### config.mk
export PLATFORM = sky130hd
export DESIGN_NAME = display_scan_ctrl_flat
export DESIGN_NICKNAME = d
export VERILOG_FILES = /design/src/rtl/display_scan_ctrl_if.sv /design/src/rtl/display_scan_ctrl.sv /design/src/flat_wrapper.sv
export SDC_FILE = /design/constraint.sdc
export NUM_CORES = 1
export LEC_CHECK = 0
export ABC_AREA = 1
export CAP_MARGIN = 20
export CORE_AREA = 2 2 92 85
export CTS_BUF_LIST = sky130_fd_sc_hd__clkbuf_4 sky130_fd_sc_hd__clkbuf_8 sky130_fd_sc_hd__clkbuf_16
export DETAILED_ROUTE_END_ITERATION = 12
export DIE_AREA = 0 0 94 87
export GPL_TIMING_DRIVEN = 0
export PLACE_DENSITY = 0.62
export SLEW_MARGIN = 40
export SYNTH_ARGS = -nofsm -noshare
export SYNTH_HDL_FRONTEND = slang
export SYNTH_SLANG_ARGS = --single-unit
export TNS_END_PERCENT = 20
### constraint.sdc
create_clock -name clk -period 5.3 [get_ports clk]
set_clock_uncertainty 0.15 [all_clocks]
set_input_delay 1.06 -clock clk [delete_from_list [all_inputs] [get_ports clk]]
set_output_delay 1.06 -clock clk [all_outputs]
set_load 0.02 [all_outputs]
### src/rtl/display_scan_ctrl_if.sv
// Bus between the BCD digit source and the display scan controller.
// master drives the digits and scan settings; slave is the scan controller.
interface display_scan_ctrl_if #(
  parameter int DIGITS = 3,
  parameter int DIV_W  = 16,
  parameter int SW     = ($clog2(DIGITS) > 1) ? $clog2(DIGITS) : 1
) ();

  logic                  en;
  logic [DIV_W-1:0]      div_val;
  logic                  lz_blank;
  logic [4*DIGITS-1:0]   digits_in;
  logic [SW-1:0]         sel;
  logic [DIGITS-1:0]     dig_en;
  logic [3:0]            data_out;
  logic                  blank;
  logic                  frame_done;

  modport master (
    output en, div_val, lz_blank, digits_in,
    input  sel, dig_en, data_out, blank, frame_done
  );

  modport slave (
    input  en, div_val, lz_blank, digits_in,
    output sel, dig_en, data_out, blank, frame_done
  );

endinterface

### src/rtl/display_scan_ctrl.sv
// Time-multiplexed 7-segment digit scanner: steps through the BCD digits with
// a programmable on-time, a blanking gap between digits and leading-zero blanking.
module display_scan_ctrl #(
  parameter int DIGITS    = 3,
  parameter int DIV_W     = 16,
  parameter int BLANK_CYC = 2
) (
  input  logic                 clk,
  input  logic                 rst,
  display_scan_ctrl_if.slave   bus
);

  localparam int SW = ($clog2(DIGITS) > 1) ? $clog2(DIGITS) : 1;
  localparam int GW = ($clog2(BLANK_CYC) > 1) ? $clog2(BLANK_CYC) : 1;
  localparam logic [GW-1:0] GLAST = GW'((BLANK_CYC > 0) ? BLANK_CYC - 1 : 0);
  localparam logic [SW-1:0] SLAST = SW'(DIGITS - 1);

  localparam logic [1:0] IDLE = 2'd0;
  localparam logic [1:0] SHOW = 2'd1;
  localparam logic [1:0] GAP  = 2'd2;

  logic [1:0]          state, nxt_state;
  logic [SW-1:0]       nxt_sel;
  logic [DIV_W-1:0]    cnt, nxt_cnt;
  logic [DIV_W-1:0]    div_lat, nxt_lat;
  logic [GW-1:0]       gcnt, nxt_gcnt;
  logic [4*DIGITS-1:0] snapshot, nxt_snap;
  logic                nxt_fd;
  logic                advance;
  logic [3:0]          nxt_digit;
  logic [DIGITS-1:0]   nxt_onehot;
  logic                any_nz;
  logic                hide;
  logic [DIGITS-1:0]   nxt_dig_en;

  // Next-state values are computed first so the registered outputs line up
  // with the slot they describe rather than lagging by one cycle.
  always_comb begin
    nxt_state = state;
    nxt_sel   = bus.sel;
    nxt_cnt   = cnt + DIV_W'(1);
    nxt_gcnt  = gcnt + GW'(1);
    nxt_lat   = div_lat;
    nxt_snap  = snapshot;
    nxt_fd    = 1'b0;
    advance   = 1'b0;

    case (state)
      IDLE: begin
        nxt_state = SHOW;
        nxt_sel   = '0;
        nxt_cnt   = '0;
        nxt_snap  = bus.digits_in;
        nxt_lat   = bus.div_val;
      end
      SHOW: begin
        if (cnt == div_lat) begin
          if (BLANK_CYC > 0) begin
            nxt_state = GAP;
            nxt_gcnt  = '0;
          end else begin
            advance = 1'b1;
          end
        end
      end
      GAP: begin
        if (gcnt == GLAST) advance = 1'b1;
      end
      default: nxt_state = IDLE;
    endcase

    if (advance) begin
      nxt_state = SHOW;
      nxt_cnt   = '0;
      nxt_lat   = bus.div_val;
      if (bus.sel == SLAST) begin
        nxt_sel  = '0;
        nxt_snap = bus.digits_in;
        nxt_fd   = 1'b1;
      end else begin
        nxt_sel = bus.sel + SW'(1);
      end
    end

    if (!bus.en) begin
      nxt_state = IDLE;
      nxt_sel   = '0;
      nxt_cnt   = '0;
      nxt_fd    = 1'b0;
    end
  end

  // A digit above 0 is hidden when it and every more significant digit is zero.
  always_comb begin
    nxt_digit  = 4'd0;
    nxt_onehot = '0;
    any_nz     = 1'b0;
    for (int i = 0; i < DIGITS; i++) begin
      if (SW'(i) == nxt_sel) begin
        nxt_digit     = nxt_snap[4*i +: 4];
        nxt_onehot[i] = 1'b1;
      end
      if (i >= int'(nxt_sel) && nxt_snap[4*i +: 4] != 4'd0) any_nz = 1'b1;
    end
    hide       = bus.lz_blank && (nxt_sel != '0) && !any_nz;
    nxt_dig_en = (nxt_state == SHOW && !hide) ? nxt_onehot : '0;
  end

  always_ff @(posedge clk) begin
    if (rst) begin
      state          <= IDLE;
      cnt            <= '0;
      div_lat        <= '0;
      gcnt           <= '0;
      snapshot       <= '0;
      bus.sel        <= '0;
      bus.dig_en     <= '0;
      bus.data_out   <= 4'd0;
      bus.blank      <= 1'b1;
      bus.frame_done <= 1'b0;
    end else begin
      state          <= nxt_state;
      cnt            <= nxt_cnt;
      div_lat        <= nxt_lat;
      gcnt           <= nxt_gcnt;
      snapshot       <= nxt_snap;
      bus.sel        <= nxt_sel;
      bus.dig_en     <= nxt_dig_en;
      bus.data_out   <= (nxt_state == IDLE) ? 4'd0 : nxt_digit;
      bus.blank      <= ~|nxt_dig_en;
      bus.frame_done <= nxt_fd;
    end
  end

endmodule

### src/flat_wrapper.sv
// flat-port wrapper written by rule: the top's interface ports become plain ports
module display_scan_ctrl_flat 
#(
  parameter int DIGITS    = 3,
  parameter int DIV_W     = 16,
  parameter int BLANK_CYC = 2
)
  (clk, rst, bus_en, bus_div_val, bus_lz_blank, bus_digits_in, bus_sel, bus_dig_en, bus_data_out, bus_blank, bus_frame_done);
  display_scan_ctrl_if #(.DIGITS(DIGITS), .DIV_W(DIV_W)) bus_i ();
  input  logic clk;
  input  logic rst;
  input wire logic [$bits(bus_i.en)-1:0] bus_en;
  input wire logic [$bits(bus_i.div_val)-1:0] bus_div_val;
  input wire logic [$bits(bus_i.lz_blank)-1:0] bus_lz_blank;
  input wire logic [$bits(bus_i.digits_in)-1:0] bus_digits_in;
  output wire logic [$bits(bus_i.sel)-1:0] bus_sel;
  output wire logic [$bits(bus_i.dig_en)-1:0] bus_dig_en;
  output wire logic [$bits(bus_i.data_out)-1:0] bus_data_out;
  output wire logic [$bits(bus_i.blank)-1:0] bus_blank;
  output wire logic [$bits(bus_i.frame_done)-1:0] bus_frame_done;
  assign bus_i.en = bus_en;
  assign bus_i.div_val = bus_div_val;
  assign bus_i.lz_blank = bus_lz_blank;
  assign bus_i.digits_in = bus_digits_in;
  assign bus_sel = bus_i.sel;
  assign bus_dig_en = bus_i.dig_en;
  assign bus_data_out = bus_i.data_out;
  assign bus_blank = bus_i.blank;
  assign bus_frame_done = bus_i.frame_done;
  display_scan_ctrl #(.DIGITS(DIGITS), .DIV_W(DIV_W), .BLANK_CYC(BLANK_CYC)) u_core (.clk(clk), .rst(rst), .bus(bus_i));
endmodule
==> flow_summary.toml <==
[run_status]
outcome = "finished clean"

[timing]
fmax_mhz = 384
setup_ws_ns = 2.69
tns_ns = 0
setup_viol = 0
tightest_slew_ns = 0.480
slew_headroom = 0.680
hold_violations = 0
maxSlewViolCount = 0
fin_crit_ns = 2.61
post-route-period-util = 0.492
rsz0062_at_grt = "no"

[cells_and_area]
nets = 452
final_cell_area_um2 = 3350
multi_input_area_um2 = 1280
final_common_cell = "nand2_1"
n_antenna_cell = 0
mostFrequentLayoutCells = "nand2_1, nor2_1, dfxtp_1"
drive_gt1_frac = 0.119
syn_to_final_growth_pct = 26.2
seqCellArea_um2 = 1160
fill_cells = 753

[floorplanning]
die_w_um = 94
dieArea_um2 = 8180
fp.coreArea_um2 = 7320
initial_core_util = 0.363
fp.dieH_um = 87
rows = 30
ioPinCount = 43

[clock_network]
clkTransAtPathRegs_ns = 0.06
clk_path_buf_depth = 2
clock-sinks = 58
insertion_delay_ns = 0.33
cts_hold_buf = 0
cts_setup_buffers = 0
post_cts_resized = 0
cts_buffers = 9
cts_tree = "built"
ctsHtreeMaxLevel = 3
cts_root_buf = "clkbuf_8"

[yosys]
syn_nets = 400
synth_cell_types = 36
synth_seq_cells = 58
syn-cell-area_um2 = 2660
syn_avg_cell_area_um2 = 7.24
ys_warn_count = 0
yosysSeqAreaShare = 0.437
syn_inst = 367

[placed_design]
gp_congestion = 0.819
placed_cell_area_um2 = 3190
io_buffers = 41
dp_hpwl_um = 4430
dp_slack_ns = 2.51

[worst_setup_path]
startpoint_type = "flip-flop"
crit_path_max_incr_delay_ns = 0.64
required_ns = 4.09
worstPathMaxFanout = 5
worstSetupEndpointType = "primary output"
crit_chain = "clkdlybuf4s50_1"
cp_slowest_cell = "clkdlybuf4s50_1"
cp_num_buf_inv = 1
path_delay_family = "buffers and inverters"
cp.arrival_ns = 1.40
criticalPathCategory = "flip-flop to primary output"

[global_route]
antenna_found_initial = 0
grt_pass1_wl_um = 9800
grt_max_degree = 11
grt_pass1_vias = 2133
grt_usage = 0.155
grt_overflow_total = 0

[pwr]
ir_drop_mv = 0.0922
p_leak_nw = 1.37
power.density_nw_per_um2 = 273

[drt]
drc = 0
avgViaCountPerCell = 4.48
wl_um = 5870
ant_nets = 0
dr_total_vias = 2318
first_pass_iters = 4
drt_iter0_drc = 98
wl_per_cell_um = 11.4

[min_path]
hp-class = "flip-flop to flip-flop"

[job]
drv_cap = 0
per-stage QoR:
step	util	cells	power, mW	hold slack [ns]
2_1_floorplan	-	367	0.530	0.286
3_3_place_gp	0.436	504	0.573	0.308
3_5_place_dp	0.436	504	0.575	0.315
4_1_cts	0.458	517	0.931	0.323
5_1_grt	0.458	517	0.968	0.354
6_report	0.458	517	0.917	0.323
cell usage after synthesis, drive strengths merged:
| master | number | area (um^2) |
|---|---|---|
| o21ai | 32 | 164 |
| a31oi | 1 | 6.26 |
| a211oi | 1 | 7.51 |
| buf | 4 | 25.0 |
| ha | 1 | 12.5 |
| nand2 | 79 | 322 |
| nand3 | 18 | 118 |
| nand4 | 1 | 6.26 |
| nor3b | 1 | 12.5 |
| nor3 | 6 | 35.0 |
| o21bai | 1 | 18.8 |
| dfxtp | 58 | 1160 |
| nand3b | 1 | 7.51 |
| or2 | 4 | 25.0 |
| xnor2 | 7 | 61.3 |
| inv | 45 | 171 |
| nor2 | 70 | 300 |
| a21oi | 25 | 129 |
| clkbuf | 5 | 18.8 |
| xor2 | 3 | 26.3 |
| o21a | 4 | 30.0 |
flip-flops by register name, indices dropped and copies added, names as in the netlist:
register               count
u_core.bus.data_out        4
u_core.snapshot           12
u_core.gcnt                1
u_core.bus.dig_en          3
u_core.bus.frame_done      1
u_core.bus.sel             2
u_core.div_lat            16
u_core.bus.blank           1
u_core.cnt                16
u_core.state               2
path summary, 6_finish.rpt:
path / slack, ns / endpoint / start / cells past startpoint
hold / removal: 0.32 / u_core.snapshot[1]$_SDFF_PP0_ / u_core.snapshot[1]$_SDFF_PP0_ / 2
setup reg to reg: 3.32 / u_core.cnt[12]$_SDFF_PP0_ / u_core.cnt[0]$_SDFF_PP0_ / 10
hold reg to reg: 0.32 / u_core.snapshot[1]$_SDFF_PP0_ / u_core.snapshot[1]$_SDFF_PP0_ / 2
setup / recovery: 2.69 / bus_sel[0] / u_core.bus.sel[0]$_SDFF_PP0_ / 1
routing by layer:
metal,up-vias,wire length (um),track usage
li1,1254,-,-
met1,1005,3040,0.220
met2,46,2480,0.225
met3,13,254,0.0416
met4,0,99,0.0593
met5,-,0,0
cells by family (layout without fill, tap and decap cells):
| group | count (synthesis) | after routing | synth area share |
|---|---|---|---|
| AND/OR/NAND/NOR | 180 | 180 | 0.311 |
| adder cells (fa/ha/maj) | 1 | 1 | 0.00471 |
| buffers and inverters | 54 | 108 | 0.0810 |
| flip-flops | 58 | 58 | 0.437 |
| AO/OA/AOI/OAI | 64 | 64 | 0.134 |
| XOR/XNOR | 10 | 10 | 0.0330 |
worst register-to-register path: stages, from the launching register on:
cell and delay [ns]:
dfxtp_1 0.42, ha_1 0.21, nand3_1 0.12, nor2_1 0.17
nand2_1 0.11, nor3_2 0.18, nand2_1 0.12, nor2_2 0.16
inv_1 0.08, o21ai_1 0.11, nor2_1 0.05
power breakdown:
part,switching [mW],total (mW),internal (mW)
clock,0.154,0.352,0.198
sequential,0.00917,0.464,0.455
combinational,0.0523,0.101,0.0490
area by class of cell:
type	count	area share
Buffer	9	0.0131
Clock buffer	13	0.0496
Inverter	45	0.0511
Multi-Input combinational cell	255	0.382
Sequential cell	58	0.346
Tap cell	96	0.0358
Timing Repair Buffer	41	0.122
(Power assumes the default switching activity.)
